$ cat src/rtl/icache.sv
// Direct-mapped, one-word-per-line instruction cache between the fetch port
// and the memory controller; hits are served combinationally, misses fill one word.
module icache #(
    parameter int NSETS = 16,
    parameter int IDX_W = $clog2(NSETS),
    parameter int TAG_W = 30 - IDX_W
) (
    input  logic        CLK,
    input  logic        RST,
    input  logic        imemREN,
    input  logic [31:0] imemaddr,
    output logic        ihit,
    output logic [31:0] imemload,
    output logic        iREN,
    output logic [31:0] iaddr,
    input  logic        iwait,
    input  logic [31:0] iload,
    input  logic        flush
);

    typedef enum logic [1:0] {
        IDLE = 2'd0,
        MISS = 2'd1,
        FILL = 2'd2
    } state_t;

    state_t            r_state;
    state_t            w_next;
    logic [NSETS-1:0]  r_valid;
    logic [TAG_W-1:0]  r_tag  [NSETS];
    logic [31:0]       r_data [NSETS];
    logic [31:0]       r_miss_addr;

    logic [TAG_W-1:0]  w_tag;
    logic [IDX_W-1:0]  w_idx;
    logic [TAG_W-1:0]  w_miss_tag;
    logic [IDX_W-1:0]  w_miss_idx;
    logic              w_hit;
    logic              w_start;
    logic              w_fill;

    assign w_tag      = imemaddr[31:2+IDX_W];
    assign w_idx      = imemaddr[1+IDX_W:2];
    assign w_miss_tag = r_miss_addr[31:2+IDX_W];
    assign w_miss_idx = r_miss_addr[1+IDX_W:2];

    assign w_hit   = imemREN & r_valid[w_idx] & (r_tag[w_idx] == w_tag);
    assign w_start = (r_state == IDLE) & imemREN & ~w_hit & ~flush;
    assign w_fill  = (r_state == MISS) & ~iwait;

    always_ff @(posedge CLK or posedge RST) begin
        if (RST) begin
            r_state <= IDLE;
        end else begin
            r_state <= w_next;
        end
    end

    always_comb begin
        w_next = r_state;
        case (r_state)
            IDLE:    if (w_start) w_next = MISS;
            MISS:    if (!iwait) w_next = FILL;
            FILL:    w_next = IDLE;
            default: w_next = IDLE;
        endcase
    end

    always_comb begin
        ihit     = 1'b0;
        imemload = 32'd0;
        iREN     = 1'b0;
        iaddr    = 32'd0;
        // A flush cycle never reports a hit, even if the line is still valid.
        if (r_state == IDLE && w_hit && !flush) begin
            ihit     = 1'b1;
            imemload = r_data[w_idx];
        end
        if (r_state == MISS) begin
            iREN  = 1'b1;
            iaddr = r_miss_addr;
        end
    end

    always_ff @(posedge CLK or posedge RST) begin
        if (RST) begin
            r_miss_addr <= 32'd0;
        end else if (w_start) begin
            r_miss_addr <= {imemaddr[31:2], 2'b00};
        end
    end

    // Flush wins over a coincident fill so the freshly filled line stays invalid.
    always_ff @(posedge CLK or posedge RST) begin
        if (RST) begin
            r_valid <= '0;
        end else if (flush) begin
            r_valid <= '0;
        end else if (w_fill) begin
            r_valid[w_miss_idx] <= 1'b1;
        end
    end

    always_ff @(posedge CLK) begin
        if (w_fill) begin
            r_tag[w_miss_idx]  <= w_miss_tag;
            r_data[w_miss_idx] <= iload;
        end
    end

endmodule

$ cat config.mk
export PLATFORM = sky130hd
export DESIGN_NAME = icache
export DESIGN_NICKNAME = d
export VERILOG_FILES = /design/src/rtl/icache.sv
export SDC_FILE = /design/constraint.sdc
export NUM_CORES = 1
export LEC_CHECK = 0
export BUFFER_PORTS_ARGS = -buffer_cell sky130_fd_sc_hd__buf_2
export CAP_MARGIN = 40
export CORE_MARGIN = 2
export CORE_UTILIZATION = 34
export CTS_BUF_LIST = sky130_fd_sc_hd__clkbuf_4
export CTS_CLUSTER_DIAMETER = 120
export CTS_CLUSTER_SIZE = 24
export DETAILED_ROUTE_END_ITERATION = 10
export GPL_ROUTABILITY_DRIVEN = 0
export HOLD_SLACK_MARGIN = 0.02
export PLACE_DENSITY = 0.51
export SYNTH_ARGS = -nofsm -noshare
export SYNTH_HDL_FRONTEND = slang
export SYNTH_SLANG_ARGS = --single-unit
$ cat constraint.sdc
create_clock -name CLK -period 9.7 [get_ports CLK]
set_clock_uncertainty 0.05 [all_clocks]
set_input_delay 0.485 -clock CLK [delete_from_list [all_inputs] [get_ports CLK]]
set_output_delay 0.485 -clock CLK [all_outputs]
set_load 0.005 [all_outputs]
# == After elaboration in Yosys (flattened, before gate mapping) ==
# Memories as Yosys holds them, arrays and structs flattened.
# Index checks and enable logic that the tools add are counted.
# word_totals
register_bits,48
latchBits,0
ram_bits,928
romBits,0
inputBits,69
output_inout_bits,66
elab_cells,44
memories,2
# op_classes
addsub,0
n_mul,0
div_mod_pow,0
magnitude_cmp,3
n_eq_ne,4
n_shift,0
muxes,15
bitwise_logic,10
reduce_logical,7
# memory_table
memory,words,width,read_ports,rd_clocked_by_memory_dff,write_ports,line,text
r_data,16,32,1,0,1,31,logic [31:0] r_data [NSETS];
r_tag,16,26,1,0,1,30,logic [TAG_W-1:0] r_tag [NSETS];
# ops
op,n
2-to-1 mux 32 bit,2
2-to-1 mux 16 bit,2
equality test 26 bit,1
bitwise OR 16 bit,1
"< comparator 4 x 5 -> 1 bit, second input constant",2
AND 1 bit,6
2-to-1 mux 1 bit,6
binary-select mux 1 bit (select 4 bit),1
demux 1 bit (select 4 bit),1
"greater-or-equal comparator 4 x 1 -> 1 bit, second input constant",1
2-to-1 mux 2 bit,2
"inequality test 2 bit, second input constant",2
case mux 2 bit (2 select lines),1
logical AND 1 bit,3
NOT 1 bit,3
"equality test 2 x 1 -> 1 bit, second input constant",1
zero test 2 bit,1
AND reduction 2 bit,1
nonzero test 2 bit,1
zero test 1 bit,1

# == Logic depth before layout (Yosys ltp) ==
# Gate-level depths: netlist (run 1).
# depth
depth_word,9
ltp_mapped,14
ltp_nobuf,8

# == Worst setup path after synthesis (run 1) ==
# No wires, ideal clock.
# synth_path
path_kind,input to register
start,input port iwait
end,memory r_data[0][0] (enable)
setup_time_ns,0.547
t_arrival_ns,5.041
required_ns,9.103
setup_slack_ns,4.061
cell_stages,2
n_path_buf,0
path_cell_list,or4_1 > nor3_1
# synth_between
elab_chain_cells,4
# synth_lines
item,line,text
from (decl),16,"input logic iwait,"
NOT 1 bit,49,assign w_fill = (r_state == MISS) & ~iwait;
AND 1 bit,49,
2-to-1 mux 1 bit,105,if (w_fill) begin
2-to-1 mux 1 bit (not written as such),107,r_data[w_miss_idx] <= iload;
to (decl),31,
# No other way between the ends.

# == Final worst setup path (run 1) ==
# layout_path
start,input port imemaddr[2]
end,output port imemload[31]
# layout_between
elab_chain_cells,7
elab_cells_between_ends,10
cone_classes,eq/ne: 1; mux: 3; bitwise: 2; reduce/logical: 2; memory: 2
# layout_lines
item,line,text
from (decl),11,"input logic [31:0] imemaddr,"
"parallel branches: the longest is 6 deep, another holds memory read (16 x 26 bit)",-,
2-to-1 mux 32 bit (*),75,if (r_state == IDLE && w_hit && !flush) begin
to (decl),13,"output logic [31:0] imemload,"
# Every way passes the cells marked *. The select of a mux whose other input is x is not followed.

==> results of run 1 <==
power breakdown:
group          switching, µW  leakage [µW]  internal, µW
Combinational            321       0.00391           243
Clock                   1170      0.000308           313
Sequential               169       0.00895          4850
worst paths after layout:
path	from	to	cells after the start
worst max register to register	r_tag[14][20]$_DFFE_PP_	r_miss_addr[28]$_DFFE_PP0P_	9
worst min-delay path	RST	r_miss_addr[22]$_DFFE_PP0P_	4
worst min register to register	r_valid[15]$_DFFE_PP0P_	r_valid[15]$_DFFE_PP0P_	2
min in group CLK	imemaddr[4]	r_miss_addr[4]$_DFFE_PP0P_	2
worst max-delay path	imemaddr[2]	imemload[31]	12
max in group asynchronous	RST	r_miss_addr[8]$_DFFE_PP0P_	4
critical path, delay by kind of cell:
| family | cells | cell delay [ns] |
|---|---|---|
| compound gates | 1 | 0.43 |
| mux | 1 | 0.59 |
| buf+inv | 4 | 1.63 |
| simple gates | 6 | 1.25 |
flip-flops by register name (all words and copies together), names as in the netlist:
register	flops
r_data	512
r_tag	416
r_miss_addr	30
r_valid	16
r_state	2
layout make-up:
cell class	count	area [µm²]	share of cell area, %
diodes	4	10.01	0.02391
clock buffers	61	457.9	1.094
clock inverters	4	46.29	0.1106
inverters	6	25.02	0.05979
multi-input cells	633	8526	20.37
flip-flops and latches	976	29070	69.45
well taps	1488	1862	4.448
repair buffers	247	1861	4.445
synthesized netlist by cell type (2+ instances only):
cell type | instances | area (µm²)
a2111o_1 | 2 | 22.52
a211o_1 | 2 | 17.52
a211oi_1 | 4 | 30.03
a221oi_1 | 2 | 17.52
a22oi_1 | 10 | 75.07
and2_1 | 66 | 412.9
and4_1 | 2 | 17.52
buf_1 | 5 | 18.77
buf_2 | 28 | 140.1
buf_4 | 7 | 52.55
buf_6 | 10 | 112.6
clkbuf_1 | 37 | 138.9
dfrtp_1 | 48 | 1201
edfxtp_1 | 928 | 27870
inv_1 | 5 | 18.77
mux2_1 | 29 | 326.6
mux2_2 | 5 | 56.30
mux2i_1 | 43 | 430.4
mux4_2 | 258 | 5811
nand2_1 | 23 | 86.33
nand2b_1 | 11 | 68.82
nand3_1 | 16 | 80.08
nand3b_1 | 3 | 22.52
nand4_1 | 4 | 25.02
nor2_1 | 61 | 229.0
nor2b_1 | 7 | 43.79
nor3_1 | 11 | 55.05
nor4_1 | 2 | 12.51
nor4b_1 | 2 | 17.52
o211ai_1 | 2 | 15.01
o21ai_0 | 2 | 10.01
o22ai_1 | 13 | 81.33
or2_2 | 3 | 18.77
or4_1 | 2 | 15.01
xnor2_1 | 17 | 148.9
xor2_1 | 8 | 70.07
metal layers:
layer	global-route usage, %	up-vias	share of wire (%)
met5	0	-	0.029
met4	3.023	4	1.5
met3	1.892	91	4.3
met2	26.32	413	48
met1	23.25	9660	46
li1	-	7447	-
cell usage in the layout (no fill, tap or decap), types with 42 or more instances in the layout:
master           n
edfxtp_1       928
mux4_2         258
buf_2          127
dlygate4sd3_1   67
and2_1          66
clkbuf_4        61
nor2_1          49
dfrtp_1         48
mux2i_1         43
buf_4           42
cells by family after synthesis:
| logic type | share of synthesized area [%] |
|---|---|
| AO/OA/AOI/OAI | 1.078 |
| XOR/XNOR | 0.5768 |
| buffers and inverters | 1.279 |
| flip-flops | 76.57 |
| multiplexers | 17.45 |
| other | 0.009878 |
| AND/OR/NAND/NOR | 3.042 |
what timing repair did:
item                      CTS  global route
gates resized for setup     0             0
hold endpoints to repair  608             0
hold buffers               67             0
stage by stage:
step                worst slack [ns]  total power (µW)
global route                   4.272              7327
global placement               3.728              5619
CTS                            4.479              7143
detailed placement             3.832              5654
finish                         4.631              7062
floorplan                      4.061              5366
==> impl_metrics.json, run 1 <==
{
  "min_path_type": "in2async",
  "worst_ir_drop_vdd_v": 0.0001075,
  "critical_path.cell_chain": "buf_8 -> buf_4 -> mux4_2 -> and4_1 -> a2111oi_0 -> nand3_1 -> nand4_1 -> nor3_1 -> and4_2 -> buf_12 -> and2_1 -> buf_2",
  "synth_edf_count": 928,
  "stdcell_area_mm2": 0.04186,
  "synthFlopType": "edfxtp_1",
  "grt_pass1_wl_um": 133300,
  "fp-row-count": 122,
  "num-fill-cells": 10083,
  "drive_gt1_share_pct": 27.76,
  "worst_pin_slew_ns": 0.9874,
  "fin_cells": 3419,
  "power.static_leakage_uw": 0.01318,
  "slew_headroom_pct": 34.17,
  "crit_arrival_ns": 4.53,
  "drv_slew": 0,
  "setup_viol": 0,
  "vias_per_cell": 5.152,
  "antenna_left": 0,
  "cpMaxStageDelayCell": "buf_4",
  "status": "complete, no violations",
  "vias": 17615,
  "crit_required_ns": 9.17,
  "htreeDepth": 2,
  "avgRoutedWirePerCell_um": 27.01,
  "ys_ff_latch": 976,
  "overflow": 0,
  "post-route-util_pct": 37.82,
  "synthArstFlopShare_pct": 4.918,
  "path_clk_slew_ns": 0.24,
  "hpwl_um": 48400,
  "cts_setup_buffers": 0,
  "die_h_um": 338.2,
  "synth_area_per_cell_um2": 22.32,
  "synth.distinct_cells": 59,
  "setup_tns_ns": 0,
  "yosysWarnings": 0,
  "max_cap_violations": 0,
  "clock_sinks": 976,
  "hold_viol": 0,
  "r2r_slack_ns": 5.41,
  "fmax_mhz": 197.3,
  "grt_pass1_vias": 18565,
  "finalCritPeriodShare_pct": 52.26,
  "grt_start_max_net_pins": 137,
  "placed_area_mm2": 0.04067,
  "ys_seq_area_share_pct": 76.57,
  "nets": 1979,
  "critPathMaxStageDelay_ns": 0.67,
  "io_pins": 135,
  "area_growth_pct": 10.25,
  "critPathMaxFanout": 81,
  "first_iter_violations": 1442,
  "hold_ws_ns": 0.1752,
  "cts_made_buffers": 46,
  "layout_min_cycle_time_ns": 5.069,
  "clockBufferDepth": 3,
  "grt.total_usage_pct": 16.05,
  "rsz0062_at_grt": "no",
  "clkLatencyLatePin_ns": 0.98,
  "routed_wl_um": 92360,
  "port_buffers": 130,
  "core_area_mm2": 0.1107,
  "endpoint_kind": "primary output",
  "die_area_mm2": 0.1143,
  "cts_tree": "built",
  "powerDensity_mw_per_mm2": 168.7,
  "start_kind": "input port",
  "root_buffer": "clkbuf_4",
  "synthCells": 1701,
  "dp.cells": 3283,
  "detail_route.drc_violations": 0,
  "drt_first_pass_iters": 5,
  "syn_area_mm2": 0.03796,
  "grt_antenna_before_repair": 4,
  "die_x_um": 338.2,
  "path_class": "in2out",
  "start_util_pct": 34.30
}
Power figures use the tool's default switching activity.
==> inputs of run 2 (changes only) <==
- clock period: 9.7 -> 5.3 ns (I/O delays scaled with it)
==> run 2 against run 1 <==
Against the previous run: sequential power increased by 83%; critical path depth rose by 1; die area unchanged; count of clock-buffer cells in the layout up 1; critical endpoint is now imemload[13]; combinational power rose by 83%; cell count rose by 0.44%; largest power group unchanged.
==> impl_metrics.json, run 2 (synthesized netlist as in run 1, its figures left out) <==
{
  "port_buffers": 130,
  "clockBufferDepth": 3,
  "core_area_mm2": 0.1107,
  "drt_first_pass_iters": 5,
  "min_path_type": "in2reg",
  "total_power_uw": 12960,
  "layout_min_cycle_time_ns": 4.885,
  "powerDensity_mw_per_mm2": 306.7,
  "max_cap_violations": 0,
  "die_area_mm2": 0.1143,
  "holdBufCountCts": 74,
  "setup_ws_ns": 0.4150,
  "worst_pin_slew_ns": 0.9043,
  "reg_top3": "r_data (512), r_tag (416), r_miss_addr (30)",
  "die_x_um": 338.2,
  "antenna_left": 0,
  "drive_gt1_share_pct": 28.03,
  "critPathMaxFanout": 57,
  "detail_route.drc_violations": 0,
  "io_pins": 135,
  "hold_ws_ns": 0.1010,
  "first_iter_violations": 1486,
  "worst_ir_drop_vdd_v": 0.0001593,
  "fmax_mhz": 204.7,
  "crit_required_ns": 4.99,
  "drv_slew": 0,
  "slew_headroom_pct": 39.72,
  "start_kind": "input port",
  "routed_wl_um": 92320,
  "regMostFlops": "r_data",
  "mostFrequentLayoutCells": "edfxtp_1 (928), mux4_2 (258), buf_2 (127), dlygate4sd3_1 (74), and2_1 (66)",
  "cts_setup_buffers": 0,
  "endpoint_kind": "primary output",
  "grt_start_max_net_pins": 61,
  "cts_tree": "built",
  "htreeDepth": 2,
  "place_ws_ns": 0.6405,
  "setup_tns_ns": 0,
  "grt_pass1_vias": 19002,
  "root_buffer": "clkbuf_4",
  "vias_per_cell": 5.152,
  "avgRoutedWirePerCell_um": 26.88,
  "overflow": 0,
  "fp-row-count": 122,
  "vias": 17691,
  "cts_resized": 0,
  "setup_viol": 0,
  "cts_made_buffers": 46,
  "hpwl_um": 50460,
  "path_clk_slew_ns": 0.25,
  "grt.total_usage_pct": 15.94,
  "nets": 1995,
  "status": "complete, no violations",
  "largest_reg_flops": 512,
  "final_common_cell": "edfxtp_1",
  "grt_antenna_before_repair": 3,
  "clkLatencyLatePin_ns": 0.94,
  "start_util_pct": 34.30,
  "clock_sinks": 976,
  "rsz0062_at_grt": "no",
  "area_growth_pct": 11.28,
  "grt_pass1_wl_um": 133400,
  "finalCritPeriodShare_pct": 92.17,
  "placed_area_mm2": 0.04099,
  "stdcell_area_mm2": 0.04225,
  "die_h_um": 338.2,
  "power.static_leakage_uw": 0.01331,
  "path_class": "in2out",
  "crit_arrival_ns": 4.57,
  "hold_viol": 0
}
==> run 2: cell count changes in the layout (fill, tap and decap cells not counted) <==
cell,change
clkbuf_4,+1
buf_4,-9
clkinv_1,-1
inv_1,+1
nor3_2,-4
nor3_4,+4
dlygate4sd3_1,+7
buf_12,+18
diode_2,-2
==> run 2: worst paths after layout <==
check | slack [ns] | endpoint | startpoint | cells after the start
min in group asynchronous | 0.73 | r_miss_addr[22]$_DFFE_PP0P_ | RST | 5
worst min register to register | 0.48 | r_valid[14]$_DFFE_PP0P_ | r_valid[14]$_DFFE_PP0P_ | 2
worst max register to register | 1.41 | r_miss_addr[17]$_DFFE_PP0P_ | r_tag[7][20]$_DFFE_PP_ | 9
worst max-delay path | 0.42 | imemload[13] | imemaddr[2] | 13
max in group asynchronous | 3.93 | r_miss_addr[27]$_DFFE_PP0P_ | RST | 5
worst min-delay path | 0.10 | r_miss_addr[25]$_DFFE_PP0P_ | imemaddr[25] | 3
==> run 2: layout make-up <==
class,count,area [µm²]
Clock inverter,4,46.29
Tap cell,1488,1862
Clock buffer,62,465.4
Sequential cell,976,29070
Timing Repair Buffer,263,2223
Antenna cell,2,5.005
Inverter,6,25.02
Multi-Input combinational cell,633,8551
Fill cell,10037,68420
==> run 2: stage by stage <==
step           util [%]  std cells
2_1_floorplan         -       1702
3_3_place_gp      36.80       3281
3_5_place_dp      37.04       3292
4_1_cts           38.17       3432
5_1_grt           38.17       3433
6_report          38.17       3434
==> run 2: where the power goes <==
group,leakage [µW],internal [µW],switching (µW)
Combinational,0.00404,449,580
Clock,0.000312,582,2150
Sequential,0.00895,8870,326
==> run 2: metal layers <==
layer	global-route usage (%)	wire (µm)	vias up
met3	1.612	3644	88
met4	2.902	1546	4
li1	-	-	7489
met1	22.61	41540	9685
met2	26.94	45550	425
met5	0	31	-
==> run 2: worst max-delay path, stage by stage <==
cell and delay (ns):
dlygate4sd3_1 0.58, buf_8 0.55, buf_4 0.49, mux4_2 0.58
mux2i_1 0.18, a311oi_1 0.07, nand3_1 0.27, nand4b_1 0.14
nor4_1 0.25, and4_2 0.53, buf_12 0.24, and2_1 0.19
buf_2 0.13
